--- config.mk ---
export PLATFORM = sky130hd
export DESIGN_NAME = build_info_arb
export DESIGN_NICKNAME = d
export VERILOG_FILES = /design/src/rtl/build_info_pkg.sv /design/src/rtl/rr_arbiter.sv /design/src/rtl/build_info_arb.sv
export SDC_FILE = /design/constraint.sdc
export NUM_CORES = 1
export LEC_CHECK = 0
export ABC_AREA = 1
export ABC_CLOCK_PERIOD_IN_PS = 2300
export CELL_PAD_IN_SITES_DETAIL_PLACEMENT = 0
export CELL_PAD_IN_SITES_GLOBAL_PLACEMENT = 2
export CORE_MARGIN = 10
export CORE_UTILIZATION = 35
export CTS_BUF_LIST = sky130_fd_sc_hd__clkbuf_2 sky130_fd_sc_hd__clkbuf_4 sky130_fd_sc_hd__clkbuf_8
export DETAILED_ROUTE_END_ITERATION = 8
export GPL_TIMING_DRIVEN = 0
export MAX_ROUTING_LAYER = met4
export PLACE_DENSITY_LB_ADDON = 0.1
export SLEW_MARGIN = 40
export SYNTH_ARGS = -nofsm -noshare
export SYNTH_HDL_FRONTEND = slang
export SYNTH_SLANG_ARGS = --single-unit
export TNS_END_PERCENT = 30
--- constraint.sdc ---
create_clock -name clk -period 2.3 [get_ports clk]
set_clock_uncertainty 0.05 [all_clocks]
set_input_delay 0.345 -clock clk [delete_from_list [all_inputs] [get_ports clk]]
set_output_delay 0.345 -clock clk [all_outputs]
set_load 0.01 [all_outputs]
--- src/rtl/build_info_pkg.sv ---
// Shared constants and types for the build-identification read block.
package build_info_pkg;

  localparam logic [1:0] ADDR_HASH_LO = 2'd0;
  localparam logic [1:0] ADDR_HASH_HI = 2'd1;
  localparam logic [1:0] ADDR_TS      = 2'd2;
  localparam logic [1:0] ADDR_STATUS  = 2'd3;

  localparam logic [15:0] STATUS_MAGIC = 16'hB1D0;

  typedef enum logic [1:0] {
    CAP_IDLE,
    CAP_QUAL,
    CAP_DONE
  } cap_state_e;

  function automatic logic [31:0] status_word(logic [2:0] nreq, logic tsv);
    return {STATUS_MAGIC, 5'b0, nreq, 7'b0, tsv};
  endfunction

endpackage

--- src/rtl/rr_arbiter.sv ---
// Round-robin arbiter: combinational one-hot grant searched upward from a
// registered priority pointer that moves past the last winner.
module rr_arbiter #(
  parameter int N = 2,
  localparam int IW = (N > 1) ? $clog2(N) : 1
) (
  input  logic          clk,
  input  logic          rst_n,
  input  logic [N-1:0]  req,
  output logic [N-1:0]  gnt,
  output logic [IW-1:0] gnt_idx
);

  logic [IW-1:0] ptr;

  always_comb begin
    int   idx;
    logic found;
    gnt     = '0;
    gnt_idx = '0;
    found   = 1'b0;
    idx     = 0;
    for (int i = 0; i < N; i++) begin
      idx = int'(ptr) + i;
      if (idx >= N) idx = idx - N;
      if (!found && req[idx]) begin
        found    = 1'b1;
        gnt[idx] = 1'b1;
        gnt_idx  = IW'(idx);
      end
    end
  end

  always_ff @(posedge clk or negedge rst_n) begin
    if (!rst_n) begin
      ptr <= '0;
    end else if (|gnt) begin
      ptr <= (int'(gnt_idx) == N - 1) ? '0 : gnt_idx + 1'b1;
    end
  end

endmodule

--- src/rtl/build_info_arb.sv ---
// Build-identity read port: qualifies USR_ACCESS into clk, holds it with the
// git hash, and serves round-robin single-word reads with one-cycle latency.
module build_info_arb
  import build_info_pkg::*;
#(
  parameter int NUM_REQ    = 2,
  parameter int STABLE_CYC = 4
) (
  input  logic                   clk,
  input  logic                   rst_n,
  input  logic [63:0]            hash_i,
  input  logic                   ua_datavalid_i,
  input  logic [31:0]            ua_data_i,
  input  logic [NUM_REQ-1:0]     req_valid_i,
  input  logic [2*NUM_REQ-1:0]   req_addr_i,
  output logic [NUM_REQ-1:0]     req_ready_o,
  output logic                   rsp_valid_o,
  output logic [2:0]             rsp_id_o,
  output logic [31:0]            rsp_data_o,
  output logic                   ts_valid_o
);

  localparam int IW = $clog2(NUM_REQ);
  localparam logic [2:0] NREQ3 = 3'(NUM_REQ);

  // Data path is only double-registered; the stability window below is what
  // makes the multi-bit word safe to use.
  logic        dv_meta, dv_sync;
  logic [31:0] ua_d1, ua_d2;

  always_ff @(posedge clk or negedge rst_n) begin
    if (!rst_n) begin
      dv_meta <= 1'b0;
      dv_sync <= 1'b0;
      ua_d1   <= '0;
      ua_d2   <= '0;
    end else begin
      dv_meta <= ua_datavalid_i;
      dv_sync <= dv_meta;
      ua_d1   <= ua_data_i;
      ua_d2   <= ua_d1;
    end
  end

  cap_state_e  cap_state;
  logic [7:0]  stable_cnt;
  logic [31:0] ref_word;
  logic [31:0] ts_reg;

  always_ff @(posedge clk or negedge rst_n) begin
    if (!rst_n) begin
      cap_state  <= CAP_IDLE;
      stable_cnt <= '0;
      ref_word   <= '0;
      ts_reg     <= '0;
      ts_valid_o <= 1'b0;
    end else begin
      case (cap_state)
        CAP_IDLE: begin
          if (dv_sync) begin
            cap_state  <= CAP_QUAL;
            stable_cnt <= 8'd1;
            ref_word   <= ua_d2;
          end
        end
        CAP_QUAL: begin
          if (!dv_sync) begin
            cap_state <= CAP_IDLE;
          end else if (ua_d2 != ref_word) begin
            ref_word   <= ua_d2;
            stable_cnt <= 8'd1;
          end else if (stable_cnt == 8'(STABLE_CYC - 1)) begin
            ts_reg     <= ref_word;
            ts_valid_o <= 1'b1;
            cap_state  <= CAP_DONE;
          end else begin
            stable_cnt <= stable_cnt + 8'd1;
          end
        end
        default: ;
      endcase
    end
  end

  logic [63:0] hash_reg;

  always_ff @(posedge clk or negedge rst_n) begin
    if (!rst_n) hash_reg <= '0;
    else        hash_reg <= hash_i;
  end

  logic [NUM_REQ-1:0] gnt;
  logic [IW-1:0]      gnt_idx;

  rr_arbiter #(.N(NUM_REQ)) u_arb (
    .clk     (clk),
    .rst_n   (rst_n),
    .req     (req_valid_i),
    .gnt     (gnt),
    .gnt_idx (gnt_idx)
  );

  assign req_ready_o = gnt;

  logic [NUM_REQ-1:0][1:0] addr_arr;
  logic [1:0]              sel_addr;
  logic [31:0]             rd_word;

  assign addr_arr = req_addr_i;

  // Mux reads the pre-edge ts_reg, so a read racing the capture sees 0.
  always_comb begin
    sel_addr = addr_arr[gnt_idx];
    rd_word  = '0;
    case (sel_addr)
      ADDR_HASH_LO: rd_word = hash_reg[31:0];
      ADDR_HASH_HI: rd_word = hash_reg[63:32];
      ADDR_TS:      rd_word = ts_reg;
      ADDR_STATUS:  rd_word = status_word(NREQ3, ts_valid_o);
      default:      rd_word = '0;
    endcase
  end

  always_ff @(posedge clk or negedge rst_n) begin
    if (!rst_n) begin
      rsp_valid_o <= 1'b0;
      rsp_id_o    <= '0;
      rsp_data_o  <= '0;
    end else begin
      rsp_valid_o <= |gnt;
      if (|gnt) begin
        rsp_id_o   <= 3'(gnt_idx);
        rsp_data_o <= rd_word;
      end
    end
  end

endmodule
==> impl_metrics.json, run 1 <==
{
  "power_frac_clock": 0.424,
  "drive_above_1_share": 0.102,
  "grt_pass1_wl_um": 35700,
  "drv_cap": 0,
  "grt_max_degree": 77,
  "ios": 144,
  "cts_tree": "built",
  "hold_depth": 1,
  "route.detailed.drc": 0,
  "finalSetupViolations": 0,
  "nets": 1160,
  "grt_pass1_vias": 6418,
  "yosysTopAreaCell": "dfrtp_1",
  "drtIter0Drc": 364,
  "post_cts_buffers": 0,
  "num_rows": 58,
  "avgViaCountPerCell": 4.30,
  "synth_area_leaders": "dfrtp_1, nand2_1, nand3_1",
  "synthFlopType": "dfrtp_1",
  "power.internal_w": 0.00734,
  "cts_buffers": 42,
  "antenna_found_initial": 0,
  "power_leakage_nw": 5.62,
  "slew_viol_final": 0,
  "tightestPinTransition_ns": 0.585,
  "htree_levels": 2,
  "yosysSeqAreaShare": 0.681,
  "io_buffers": 141,
  "finalSetupTns_ns": 0,
  "cp_max_fo": 4,
  "sequentialPowerShare": 0.477,
  "core_um2": 25000,
  "wl_per_cell_um": 15.8,
  "largest_register_ffs": 64,
  "grt_usage": 0.146,
  "finalWeightedCongestion": 0.765,
  "rr_startpoint": "ref_word[10]",
  "num-fill-cells": 2410,
  "power.total_w": 0.00971,
  "cp-end-kind": "output port",
  "status": "completed",
  "clkSinkCount": 240,
  "worstPathRequired_ns": 1.90,
  "finalCriticalPeriod_ns": 2.10,
  "power.density_nw_per_um2": 834,
  "die_w_um": 179,
  "grt_overflow": 0,
  "worstSetupPathType": "reg2out",
  "p_sw_w": 0.00237,
  "r2r-end": "ts_reg[23]",
  "dieArea_um2": 32000,
  "post_dp_cell_area_um2": 10700,
  "dp_hpwl_um": 16300,
  "synth_most_common_cell": "nand2_1",
  "yosysTopAreaCellShare": 0.681,
  "rsz0062_at_grt": "true",
  "syn_to_final_growth_pct": 32.0,
  "relSlewSlack": 0.610,
  "dr_total_vias": 6084,
  "critical_path_arrival_ns": 1.71,
  "swShare": 0.244,
  "ys_async_sr_fraction": 1.00,
  "reg2reg_depth": 11,
  "combPwrFrac": 0.099,
  "synthTopCellsByCount": "nand2_1, dfrtp_1, nand3_1, inv_1, o21ai_0",
  "fmax_mhz": 475,
  "fin_crit_sh": 0.915,
  "hold_class": "in2reg",
  "avgSynthCellArea_um2": 10.2,
  "worstHoldEndpoint": "hash_reg[43]",
  "cts-root-buf": "clkbuf_8",
  "synth-warning-count": 0,
  "drtAntennaViolNets": 0,
  "final_area_um2": 11600,
  "die_y_um": 179,
  "min_from": "hash_i[43]",
  "cts_buffer_depth": 3,
  "routed_wl_um": 22400,
  "r2r_slack_ns": 0.24,
  "initial_utilization": 0.353,
  "ys_types": 30,
  "startpoint_type": "flop",
  "clock_latency_ns": 0.54,
  "ir_drop_v": 0.000409,
  "drtPass1Iterations": 4,
  "syn_area_um2": 8820,
  "synth_edf_count": 0,
  "netlist_instances": 864,
  "hold_viol": 0,
  "clkSlewWorstSetupHoldPaths_ns": 0.06,
  "ys_seq_elements": 240
}
-- cell type report --
type                            instances  area, um2  area share
Tap cell                              330        413      0.0355
Antenna cell                            1       2.50    0.000215
Sequential cell                       240       6010       0.516
Inverter                               44        165      0.0142
Multi-Input combinational cell        547       2460       0.211
Timing Repair Buffer                  145       1510       0.130
Clock buffer                           56        721      0.0619
Buffer                                 34        195      0.0168
Clock inverter                         17        171      0.0147
-- metal layers --
| metal | GRT usage | wire length (um) |
|---|---|---|
| met1 | 0.205 | 11100 |
| met2 | 0.210 | 9560 |
| met3 | 0.0312 | 1270 |
| met4 | 0.0420 | 446 |
| met5 | - | 0 |
-- worst max-delay path: stages (launching register included) --
cell             delay, ns
dfrtp_1               0.34
inv_1                 0.07
a21boi_2              0.20
clkdlybuf4s50_1       0.57
-- metrics by stage --
step | setup WS (ns) | cells | hold slack (ns) | util
2_1_floorplan | 0.642 | 865 | -0.000591 | -
3_3_place_gp | -9.67 | 1336 | 0.283 | 0.427
3_5_place_dp | -0.0469 | 1339 | 0.211 | 0.430
4_1_cts | 0.122 | 1413 | 0.152 | 0.466
5_1_grt | -0.00863 | 1413 | 0.150 | 0.466
6_report | 0.196 | 1414 | 0.187 | 0.466
-- power groups by stage --
| stage | combinational, W | sequential, W | clock [W] |
|---|---|---|---|
| after floorplan | 0.000362 | 0.00470 | 0 |
| after global placement | 0.000962 | 0.00471 | 0 |
| after detailed placement | 0.000985 | 0.00470 | 0 |
| after CTS | 0.000990 | 0.00463 | 0.00427 |
| after global routing | 0.00108 | 0.00466 | 0.00448 |
| final | 0.000959 | 0.00463 | 0.00412 |
-- cell usage in the layout, fill, tap and decap left out, drive strengths merged, types with 2 or more instances in the layout --
cell type      instances
nor2                  30
nand4                  3
bufinv                 3
o21ai                 51
buf                   24
inv                   45
xor2                   4
clkbuf                70
clkdlybuf4s50        140
o22ai                  8
conb                   2
a21oi                 20
nand2                330
clkinv                10
nand3                 72
xnor2                 21
clkinvlp               3
dfrtp                240
-- how the worst max path moves through the flow --
stage,start,to,slack [ns],cells past startpoint
6_report,u_arb.ptr,req_ready_o[1],0.20,3
5_1_grt,ref_word[8],stable_cnt[6],-0.009,11
3_3_place_gp,rst_n,ua_d1[10],-9.67,1
4_1_cts,ref_word[10],ref_word[25],0.12,9
3_5_place_dp,req_valid_i[0],rsp_data_o[14],-0.05,12
2_1_floorplan,ref_word[11],ts_reg[22],0.64,12
-- what timing repair did --
| action | CTS | global route |
|---|---|---|
| endpoints found under the setup margin | 0 | 21 |
| resized for setup | 0 | 1 |
| hold buffers | 1 | 0 |
| endpoints found under the hold margin | 39 | 0 |
-- kinds of logic after synthesis --
logic type                 Yosys count  synth area share
and+or+nand+nor                    437             0.202
DFF                                240             0.681
AOI/OAI and AO/OA                   82            0.0492
buffers and inverters               78            0.0409
xor gates and xnor gates            25            0.0248
adders and majority gates            1           0.00142
other                                1          0.000425
(Power assumes the default switching activity.)
==> inputs of run 2 (changes only) <==
--- a/config.mk
+++ b/config.mk
@@ -12,6 +12,7 @@
 export CORE_MARGIN = 10
 export CORE_UTILIZATION = 35
 export CTS_BUF_LIST = sky130_fd_sc_hd__clkbuf_2 sky130_fd_sc_hd__clkbuf_4 sky130_fd_sc_hd__clkbuf_8
+export CTS_CLUSTER_DIAMETER = 150
 export DETAILED_ROUTE_END_ITERATION = 8
 export GPL_TIMING_DRIVEN = 0
 export MAX_ROUTING_LAYER = met4
==> results of run 2 <==
The final DEF is identical to that of run 1; final timing and power are the same.
==> inputs of run 3 (changes only) <==
--- a/config.mk
+++ b/config.mk
@@ -17,6 +17,7 @@
 export GPL_TIMING_DRIVEN = 0
 export MAX_ROUTING_LAYER = met4
 export PLACE_DENSITY_LB_ADDON = 0.1
+export RECOVER_POWER = 100
 export SLEW_MARGIN = 40
 export SYNTH_ARGS = -nofsm -noshare
 export SYNTH_HDL_FRONTEND = slang
==> impl_metrics.json, run 3 (synthesis results as in run 1) <==
{
  "status": "completed",
  "wl_met2_um": 9640,
  "die_y_um": 179,
  "finalWeightedCongestion": 0.765,
  "clkSlewWorstSetupHoldPaths_ns": 0.06,
  "top_layer": "met4",
  "critical_path_arrival_ns": 1.75,
  "avgViaCountPerCell": 4.31,
  "slowest_delay_ns": 0.60,
  "io_buffers": 141,
  "grt_pass1_wl_um": 35700,
  "final_area_um2": 11600,
  "clock_latency_ns": 0.54,
  "final_common_cell": "nand2_1",
  "post_dp_cell_area_um2": 10700,
  "clkSinkCount": 240,
  "startpoint_type": "input pin",
  "finalSetupTns_ns": 0,
  "drv_cap": 0,
  "htree_levels": 2,
  "finalCriticalPeriod_ns": 2.14,
  "finalSetupViolations": 0,
  "dp_cells": 1339,
  "ff_latch_area_um2": 6010,
  "power_leakage_nw": 5.63,
  "drtIter0Drc": 353,
  "wl_met1_um": 11200,
  "die_w_um": 179,
  "grt_usage": 0.146,
  "layout_common_cells": "nand2_1, dfrtp_1, dlygate4sd3_1, nand3_1, clkbuf_8",
  "largest_register_ffs": 64,
  "dr_total_vias": 6088,
  "drive_above_1_share": 0.102,
  "route.detailed.drc": 0,
  "routed_wl_um": 22400,
  "hold_viol": 0,
  "fin_crit_sh": 0.932,
  "num_rows": 58,
  "slew_viol_final": 0,
  "ios": 144,
  "cts_tree": "built",
  "wl_per_cell_um": 15.8,
  "relSlewSlack": 0.287,
  "cts_buffers": 42,
  "nets": 1160,
  "tightestPinTransition_ns": 1.07,
  "path_cells": "dlygate4sd3_1 > a21boi_2 > clkdlybuf4s50_1",
  "grt_max_degree": 77,
  "multiInputGateArea_um2": 2460,
  "worstPathRequired_ns": 1.90,
  "syn_to_final_growth_pct": 31.6,
  "power.density_nw_per_um2": 833,
  "cts-root-buf": "clkbuf_8",
  "dp_hpwl_um": 16300,
  "drtAntennaViolNets": 0,
  "num-fill-cells": 2415,
  "grt_overflow": 0,
  "wl_met3_um": 1160,
  "cts_buffer_depth": 3,
  "fmax_mhz": 467,
  "initial_utilization": 0.353,
  "fin_cells": 1414,
  "core_um2": 25000,
  "cp_max_fo": 4,
  "timing.hold.ws_ns": 0.292,
  "worstSetupPathType": "in2out",
  "grt_pass1_vias": 6418,
  "drtPass1Iterations": 4,
  "cp_slowest_cell": "dlygate4sd3_1",
  "cp-end-kind": "output port",
  "hold_class": "reg2reg",
  "ir_drop_v": 0.000408,
  "rsz0062_at_grt": "true",
  "dieArea_um2": 32000,
  "antenna_found_initial": 0
}
[run 3: cell count changes in the layout (fill, tap and decap cells not counted), sizes merged]
cell / change
buf: -1
dlygate4sd3: +98
clkbuf: +1
clkdlybuf4s50: -98
[run 3: final timing paths]
kind / end / start / depth (start not counted) / slack, ns
max reg2reg: ts_reg[23] / ref_word[10] / 11 / 0.24
max: req_ready_o[1] / req_valid_i[0] / 3 / 0.16
min: ua_d2[18] / ua_d1[18] / 0 / 0.29
min in group asynchronous: rsp_id_o[0] / rst_n / 2 / 0.50
min reg2reg: ua_d2[18] / ua_d1[18] / 0 / 0.29
max in group asynchronous: ua_d1[11] / rst_n / 4 / 0.38
[run 3: per-stage QoR]
stage	power (W)	utilization	setup WS, ns
2_1_floorplan	0.00507	-	0.642
3_3_place_gp	0.00567	0.427	-9.67
3_5_place_dp	0.00569	0.430	-0.0469
4_1_cts	0.00989	0.466	0.122
5_1_grt	0.0102	0.465	-0.00863
6_report	0.00967	0.465	0.157
[run 3: worst max-delay path, delay by kind of cell]
kind / cells / cell delay (ns)
buffers and inverters: 2 / 1.17
AO/OA/AOI/OAI: 1 / 0.23
[run 3: where the power goes]
part / internal, W / total (W) / switching [W]
Combinational: 0.000438 / 0.000917 / 0.000479
Sequential: 0.00448 / 0.00463 / 0.000152
Clock: 0.00239 / 0.00412 / 0.00174
[run 3: metal layers]
layer | track usage | up-vias
li1 | - | 3125
met1 | 0.205 | 2765
met2 | 0.210 | 154
met3 | 0.0312 | 44
met4 | 0.0420 | 0
met5 | - | -
[run 3: final cells by class]
class,instances,area share
clock buffers,56,0.0621
repair buffers,145,0.127
plain buffers,34,0.0168
inverters,44,0.0142
flip-flops and latches,240,0.518
well taps,330,0.0356
diodes,1,0.000216
clock inverters,17,0.0148
multi-input cells,547,0.212
[run 3: timing repair]
action	CTS	global route
hold buffers	1	0
gates resized for setup	0	1
hold endpoints to repair	39	0
buffers inserted	0	0
setup endpoints to repair	0	21
